==> config.mk <==
export PLATFORM = sky130hd
export DESIGN_NAME = trace_capture_fifo
export DESIGN_NICKNAME = d
export VERILOG_FILES = /design/src/rtl/trace_capture_fifo.sv
export SDC_FILE = /design/constraint.sdc
export NUM_CORES = 1
export LEC_CHECK = 0
export CORE_MARGIN = 2
export CORE_UTILIZATION = 61
export CTS_CLUSTER_SIZE = 28
export DETAILED_ROUTE_END_ITERATION = 12
export PLACE_DENSITY = 0.81
export SYNTH_ARGS = -nofsm -noshare
export SYNTH_HDL_FRONTEND = slang
export SYNTH_SLANG_ARGS = --single-unit
==> constraint.sdc <==
create_clock -name clk -period 9.1 [get_ports clk]
set_input_delay 1.365 -clock clk [delete_from_list [all_inputs] [get_ports clk]]
set_output_delay 1.365 -clock clk [all_outputs]
set_load 0.03 [all_outputs]
==> src/rtl/trace_capture_fifo.sv <==
// -----------------------------------------------------------------------------
// trace_capture_fifo
//
// Captures retired-instruction trace from a two-lane core trace port into a
// small FIFO for later read-out by a consumer. Each valid lane becomes one
// entry. Lane 0 is pushed before lane 1. When space runs out, entries are
// dropped and the drops are accounted for. A three-state capture FSM
// (OFF / RUN / STOPPED) gates sampling. STOPPED lets a capture freeze on its
// first drop, so the earliest history is preserved.
//
// Optional feature (compile-time macro TRACE_FIFO_TVAL_EN):
//   defined   : EW = 103, trace_rv_i_tval_ip is stored in bits [102:71]
//   undefined : EW = 71,  trace_rv_i_tval_ip is ignored (port still present)
//
// Entry layout, LSB first: insn[31:0], addr[63:32], exc[64], intr[65],
// ecause[70:66], tval[102:71] (only when compiled in).
//
// Ports
//   clk, rst                  clock, synchronous active-high reset
//   trace_rv_i_*_ip           core trace port. Lane 0 is in the low 32 bits
//                             or bit 0, lane 1 is in the next 32 bits or
//                             bit 1. Bit 2 of the 3-bit fields is ignored.
//                             ecause and tval are shared by both lanes.
//   cap_en                    capture enable
//   stop_on_full              move to STOPPED on the first drop
//   clear                     flush FIFO and status. Same-cycle push and
//                             pop are suppressed.
//   out_valid/out_ready       head-of-FIFO handshake, out_data = oldest entry
//   fill_level                occupied entries (0..DEPTH)
//   overflow                  sticky flag, set on any drop
//   drop_cnt                  saturating count of dropped entries
//   cap_state                 0 OFF, 1 RUN, 2 STOPPED
// -----------------------------------------------------------------------------
module trace_capture_fifo #(
    parameter int DEPTH      = 16,
    parameter int DROP_CNT_W = 16,
`ifdef TRACE_FIFO_TVAL_EN
    localparam int EW        = 103,
`else
    localparam int EW        = 71,
`endif
    localparam int AW        = $clog2(DEPTH),
    localparam int CW        = AW + 1
) (
    input  logic                  clk,
    input  logic                  rst,
    input  logic [63:0]           trace_rv_i_insn_ip,
    input  logic [63:0]           trace_rv_i_address_ip,
    input  logic [2:0]            trace_rv_i_valid_ip,
    input  logic [2:0]            trace_rv_i_exception_ip,
    input  logic [2:0]            trace_rv_i_interrupt_ip,
    input  logic [4:0]            trace_rv_i_ecause_ip,
    input  logic [31:0]           trace_rv_i_tval_ip,
    input  logic                  cap_en,
    input  logic                  stop_on_full,
    input  logic                  clear,
    output logic                  out_valid,
    input  logic                  out_ready,
    output logic [EW-1:0]         out_data,
    output logic [CW-1:0]         fill_level,
    output logic                  overflow,
    output logic [DROP_CNT_W-1:0] drop_cnt,
    output logic [1:0]            cap_state
);

    typedef enum logic [1:0] {
        ST_OFF     = 2'd0,
        ST_RUN     = 2'd1,
        ST_STOPPED = 2'd2
    } state_t;

    state_t                r_state;
    logic [EW-1:0]         r_mem [DEPTH];
    logic [AW-1:0]         r_wr_ptr;
    logic [AW-1:0]         r_rd_ptr;
    logic [CW-1:0]         r_count;
    logic                  r_overflow;
    logic [DROP_CNT_W-1:0] r_drop_cnt;

    logic [EW-1:0]         w_entry [2];
    logic                  w_run;
    logic [CW-1:0]         w_free;
    logic                  w_push0;
    logic                  w_push1;
    logic                  w_drop0;
    logic                  w_drop1;
    logic                  w_drop;
    logic                  w_pop;
    logic [AW-1:0]         w_wr1_ptr;
    logic [DROP_CNT_W:0]   w_drop_sum;

    // Per-lane entry assembly.
    for (genvar gi = 0; gi < 2; gi++) begin : g_lane
`ifdef TRACE_FIFO_TVAL_EN
        assign w_entry[gi] = {trace_rv_i_tval_ip, trace_rv_i_ecause_ip,
                              trace_rv_i_interrupt_ip[gi], trace_rv_i_exception_ip[gi],
                              trace_rv_i_address_ip[32*gi +: 32], trace_rv_i_insn_ip[32*gi +: 32]};
`else
        assign w_entry[gi] = {trace_rv_i_ecause_ip,
                              trace_rv_i_interrupt_ip[gi], trace_rv_i_exception_ip[gi],
                              trace_rv_i_address_ip[32*gi +: 32], trace_rv_i_insn_ip[32*gi +: 32]};
`endif
    end

    // Inputs that are intentionally not consumed in every build.
    logic w_unused;
    assign w_unused = ^{trace_rv_i_tval_ip, trace_rv_i_valid_ip[2],
                        trace_rv_i_exception_ip[2], trace_rv_i_interrupt_ip[2]};

    // Space is taken from the pre-pop count, so a pop in the same cycle never
    // makes room for a push. Lane 1 only gets a slot left over after lane 0.
    assign w_run     = (r_state == ST_RUN) && !clear;
    assign w_free    = CW'(DEPTH) - r_count;
    assign w_push0   = w_run && trace_rv_i_valid_ip[0] && (w_free != '0);
    assign w_push1   = w_run && trace_rv_i_valid_ip[1] && (w_free > CW'(w_push0));
    assign w_drop0   = w_run && trace_rv_i_valid_ip[0] && !w_push0;
    assign w_drop1   = w_run && trace_rv_i_valid_ip[1] && !w_push1;
    assign w_drop    = w_drop0 || w_drop1;
    assign w_pop     = (r_count != '0) && out_ready && !clear;
    assign w_wr1_ptr = r_wr_ptr + AW'(w_push0);

    // One extra bit catches the carry, which is used to saturate the count.
    assign w_drop_sum = {1'b0, r_drop_cnt} + (DROP_CNT_W+1)'(w_drop0) + (DROP_CNT_W+1)'(w_drop1);

    // Storage is not reset. Only the pointers and the count define content.
    always_ff @(posedge clk) begin
        if (w_push0) r_mem[r_wr_ptr]  <= w_entry[0];
        if (w_push1) r_mem[w_wr1_ptr] <= w_entry[1];
    end

    always_ff @(posedge clk) begin
        if (rst) begin
            r_state    <= ST_OFF;
            r_wr_ptr   <= '0;
            r_rd_ptr   <= '0;
            r_count    <= '0;
            r_overflow <= 1'b0;
            r_drop_cnt <= '0;
        end else if (clear) begin
            r_state    <= ST_OFF;
            r_wr_ptr   <= '0;
            r_rd_ptr   <= '0;
            r_count    <= '0;
            r_overflow <= 1'b0;
            r_drop_cnt <= '0;
        end else begin
            r_wr_ptr <= r_wr_ptr + AW'(w_push0) + AW'(w_push1);
            r_rd_ptr <= r_rd_ptr + AW'(w_pop);
            r_count  <= r_count + CW'(w_push0) + CW'(w_push1) - CW'(w_pop);
            if (w_drop) begin
                r_overflow <= 1'b1;
                r_drop_cnt <= w_drop_sum[DROP_CNT_W] ? '1 : w_drop_sum[DROP_CNT_W-1:0];
            end
            case (r_state)
                ST_OFF:     if (cap_en) r_state <= ST_RUN;
                ST_RUN: begin
                    if (!cap_en)                    r_state <= ST_OFF;
                    else if (stop_on_full && w_drop) r_state <= ST_STOPPED;
                end
                ST_STOPPED: if (!cap_en) r_state <= ST_OFF;
                default:    r_state <= ST_OFF;
            endcase
        end
    end

    assign out_valid  = (r_count != '0);
    // Masked so that an empty FIFO presents zero rather than stale storage.
    assign out_data   = out_valid ? r_mem[r_rd_ptr] : '0;
    assign fill_level = r_count;
    assign overflow   = r_overflow;
    assign drop_cnt   = r_drop_cnt;
    assign cap_state  = r_state;

endmodule

==> qor.txt <==
Status -> completed
Worst path depth -> 16
Maximum vdd drop -> 0.1571 mV
Worst Clk Skew -> 0.03222 ns
Setup violations, final -> 0
CP required -> 9.43 ns
Worst hold margin -> 0.4695 ns
CP bufs+invs -> 3
Core Area -> 94590 um^2
Synth Area per Inst -> 18.11 um^2
Gr ovfl total -> 0
Drt via density -> 6.885
GRT Total Usage -> 0.3148
Combinational share of power -> 0.081
Antenna Nets Post-Route -> 0
Hold WC Path Type -> flip-flop to flip-flop
Clk buf depth -> 3
Post-CTS Repair Setup Buffers -> 0
Max-Cap Viols -> 0
Cell family with the largest share of critical-path delay -> simple AND/OR/NAND/NOR gates
Slew Limit Fails -> 0
Post-Synthesis Cells -> 3198
RSZ-0062 raised after global routing -> false
Async S/R FF share, synth -> 0
CP peak stage delay -> 0.75 ns
Seq pwr share -> 0.518
Vias in the first global route -> 33.55k
Startpoint Class -> flip-flop
Routed WL -> 153000 um
Clock transition at path regs -> 0.07 ns
First-pass GRT wire length -> 223700 um
Top cell by count, worst path -> ha_1
Critical Path Fanout Max -> 40
Worst Hold Depth -> 2
Worst Tran Pin Value -> 1.204 ns
Sw Share -> 0.2226
Largest net degree at the start of global routing -> 107
DP Area -> 61240 um^2
Register area share after synthesis -> 0.6001
Die width -> 312.1 um
Via count -> 32.08k
Core Util, Final -> 0.6862
Slew headroom -> 0.1976
Critical Path End Type -> flip-flop
Max Fclk -> 153.3 MHz
Internal power -> 8.887 mW
Total Nets Final -> 3477
LEAKAGE -> 20.38 nW
Num CTS Buffers -> 119
Slowest CP cell -> buf_4
Synth Cell Area -> 57920 um^2
Switch Pwr -> 2.545 mW
PD cells -> 176.1 nW/um^2
Crit path DAT -> 6.85 ns
Hold Buf Count CTS -> 0
Post-route cell area -> 64900 um^2
Distinct cells, synth -> 49
Final Critical Period -> 6.524 ns
Final number of hold-violating endpoints -> 0
Clock power frac -> 0.401
Residual DRC count -> 0
Iteration-0 DRC Markers -> 3702
Total Power -> 11.43 mW
Site Rows -> 113
Post-route insts no fill -> 4659
Dpl ws -> 2.006 ns
CTS sink count -> 1168
Die Ht -> 312.1 um
Starting Density -> 0.6123
Hpwl dp -> 78760 um
Top_reg_cell synth -> edfxtp_1
Initial antenna violation count -> 24
Port-buffer cells -> 240
Placed insts -> 4422
Flop and latch count out of synthesis -> 1168
CTS resizes -> 0
Worst setup path class -> flip-flop to flip-flop
Area Growth Syn to Fin -> 12.06%
Number of synthesized flops with an enable pin -> 1136
Post-Syn Nets -> 3397
Worst reg-to-reg setup slack -> 2.58 ns
Clk_lat worst skew -> 0.71 ns
Reg2Reg Depth -> 16
Fraction of layout cells with a size suffix above 1 -> 0.4969
CP Cell Sequence -> inv_1 -> ha_1 -> and2_1 -> ha_1 -> nand4bb_1 -> o21ai_1 -> a21oi_1 -> ha_1 -> nor2_1 -> nor3_1 -> a21boi_2 -> nor3b_2 -> nand2_4 -> o21ai_4 -> buf_4 -> buf_4
Ports -> 276
Setup WS post-layout -> 2.576 ns
WL/cell -> 32.83 um
Area of the die -> 97430 um^2
Gpl congestion -> 0.8191
Final Cycle Share -> 0.7169
Final setup TNS -> 0 ns
H-tree Lvls -> 3
CTS Root Buffer Type -> clkbuf_16
Total iterations of the first detailed-routing run -> 5
Ys Warns -> 0
TritonCTS clock tree -> done
-- synthesized netlist by cell type, types with 5 or more instances --
| cell type | number | share of area |
|---|---|---|
| inv_1 | 12 | 0.00078 |
| ha_1 | 16 | 0.0035 |
| o31ai_1 | 5 | 0.00065 |
| a21oi_1 | 11 | 0.00095 |
| xnor2_1 | 14 | 0.0021 |
| buf_4 | 7 | 0.00091 |
| mux4_2 | 355 | 0.14 |
| mux2_2 | 1056 | 0.21 |
| nand2_1 | 21 | 0.0014 |
| edfxtp_1 | 1136 | 0.59 |
| and2_1 | 84 | 0.0091 |
| buf_1 | 12 | 0.00078 |
| a31oi_1 | 7 | 0.00076 |
| o21ai_0 | 15 | 0.0013 |
| nor2_1 | 20 | 0.0013 |
| a211oi_1 | 8 | 0.0010 |
| nand3_1 | 9 | 0.00078 |
| clkbuf_1 | 226 | 0.015 |
| dfxtp_1 | 32 | 0.011 |
| buf_2 | 93 | 0.0080 |
| nand4_1 | 6 | 0.00065 |
-- final cells by class --
| type | count | area (um^2) |
|---|---|---|
| flip-flops and latches | 1168 | 34770 |
| fillers | 5883 | 29680 |
| multi-input cells | 1676 | 21940 |
| clock buffers | 150 | 3188 |
| repair buffers | 301 | 2910 |
| well taps | 1265 | 1583 |
| clock inverters | 68 | 424.2 |
| diodes | 19 | 47.55 |
| inverters | 12 | 45.04 |
-- worst paths after layout --
path                                               start                     end
worst min-delay path               overflow$_SDFFE_PP0N_   overflow$_SDFFE_PP0N_
worst min register to register     overflow$_SDFFE_PP0N_   overflow$_SDFFE_PP0N_
worst max register to register  fill_level[0]$_SDFF_PP0_  r_mem[4][19]$_DFFE_PP_
worst max-delay path            fill_level[0]$_SDFF_PP0_  r_mem[4][19]$_DFFE_PP_
-- worst reg2reg max path: cells and delay by family (launching register included) --
kind | cells | cell delay [ns]
AOI/OAI and AO/OA | 4 | 1.54
adders and majority gates | 3 | 0.89
buffers and inverters | 3 | 1.47
DFF | 1 | 0.44
and+or+nand+nor | 6 | 1.79
-- routing by layer --
layer  vias to the layer above  track usage  part of all wire
met5                         -            0            0.0011
met4                        26       0.1163             0.033
met3                       349      0.06019             0.097
met2                      1715       0.5237              0.50
met1                     16856       0.4174              0.37
li1                      13129            -                 -
-- cell usage in the layout, fill, tap and decap left out, drive strengths merged, types with 2 or more instances in the layout --
cell type         n
nand2            21
ha               16
mux2           1056
and3              4
mux4            355
dfxtp            32
nor3              3
a21oi            12
and2             85
nand2b            2
nand3             9
diode            19
a31oi             7
xor2              4
nand3b            3
inv              16
buf              61
xnor2            14
bufinv            3
clkinv           56
nor2b             4
clkbuf          150
o21ai            16
clkdlybuf4s50   240
o31ai             5
a21boi            2
nand4             6
nor2             20
clkinvlp          5
a211oi            8
or3               3
edfxtp         1136
fa                3
o21bai            4
a2111oi           2
nor3b             4
-- cell families (layout without fill, tap and decap cells) --
logic type | count (synthesis) | after routing | share of synthesized area
compound gates | 59 | 59 | 0.006654
xor+xnor | 18 | 18 | 0.002722
fa+ha+maj | 19 | 19 | 0.004494
buf+inv | 354 | 531 | 0.02582
flops | 1168 | 1168 | 0.6001
mux | 1412 | 1412 | 0.3435
other cells | 0 | 19 | 0
simple gates | 168 | 168 | 0.01672
-- state kept, by name, summed over array words and instances (netlist names) --
| name | flops |
|---|---|
| r_mem | 1136 |
| drop_cnt | 16 |
| fill_level | 5 |
| r_rd_ptr | 4 |
| r_wr_ptr | 4 |
| cap_state | 2 |
| overflow | 1 |
-- power groups by stage --
stage	Sequential (mW)	Combinational, mW	Clock, mW
floorplan	6.03	0.564	0
global placement	6.03	0.878	0
detailed placement	6.03	0.914	0
CTS	5.92	0.924	4.62
global route	5.92	0.986	4.82
finish	5.92	0.925	4.59
Power figures use the tool's default switching activity.
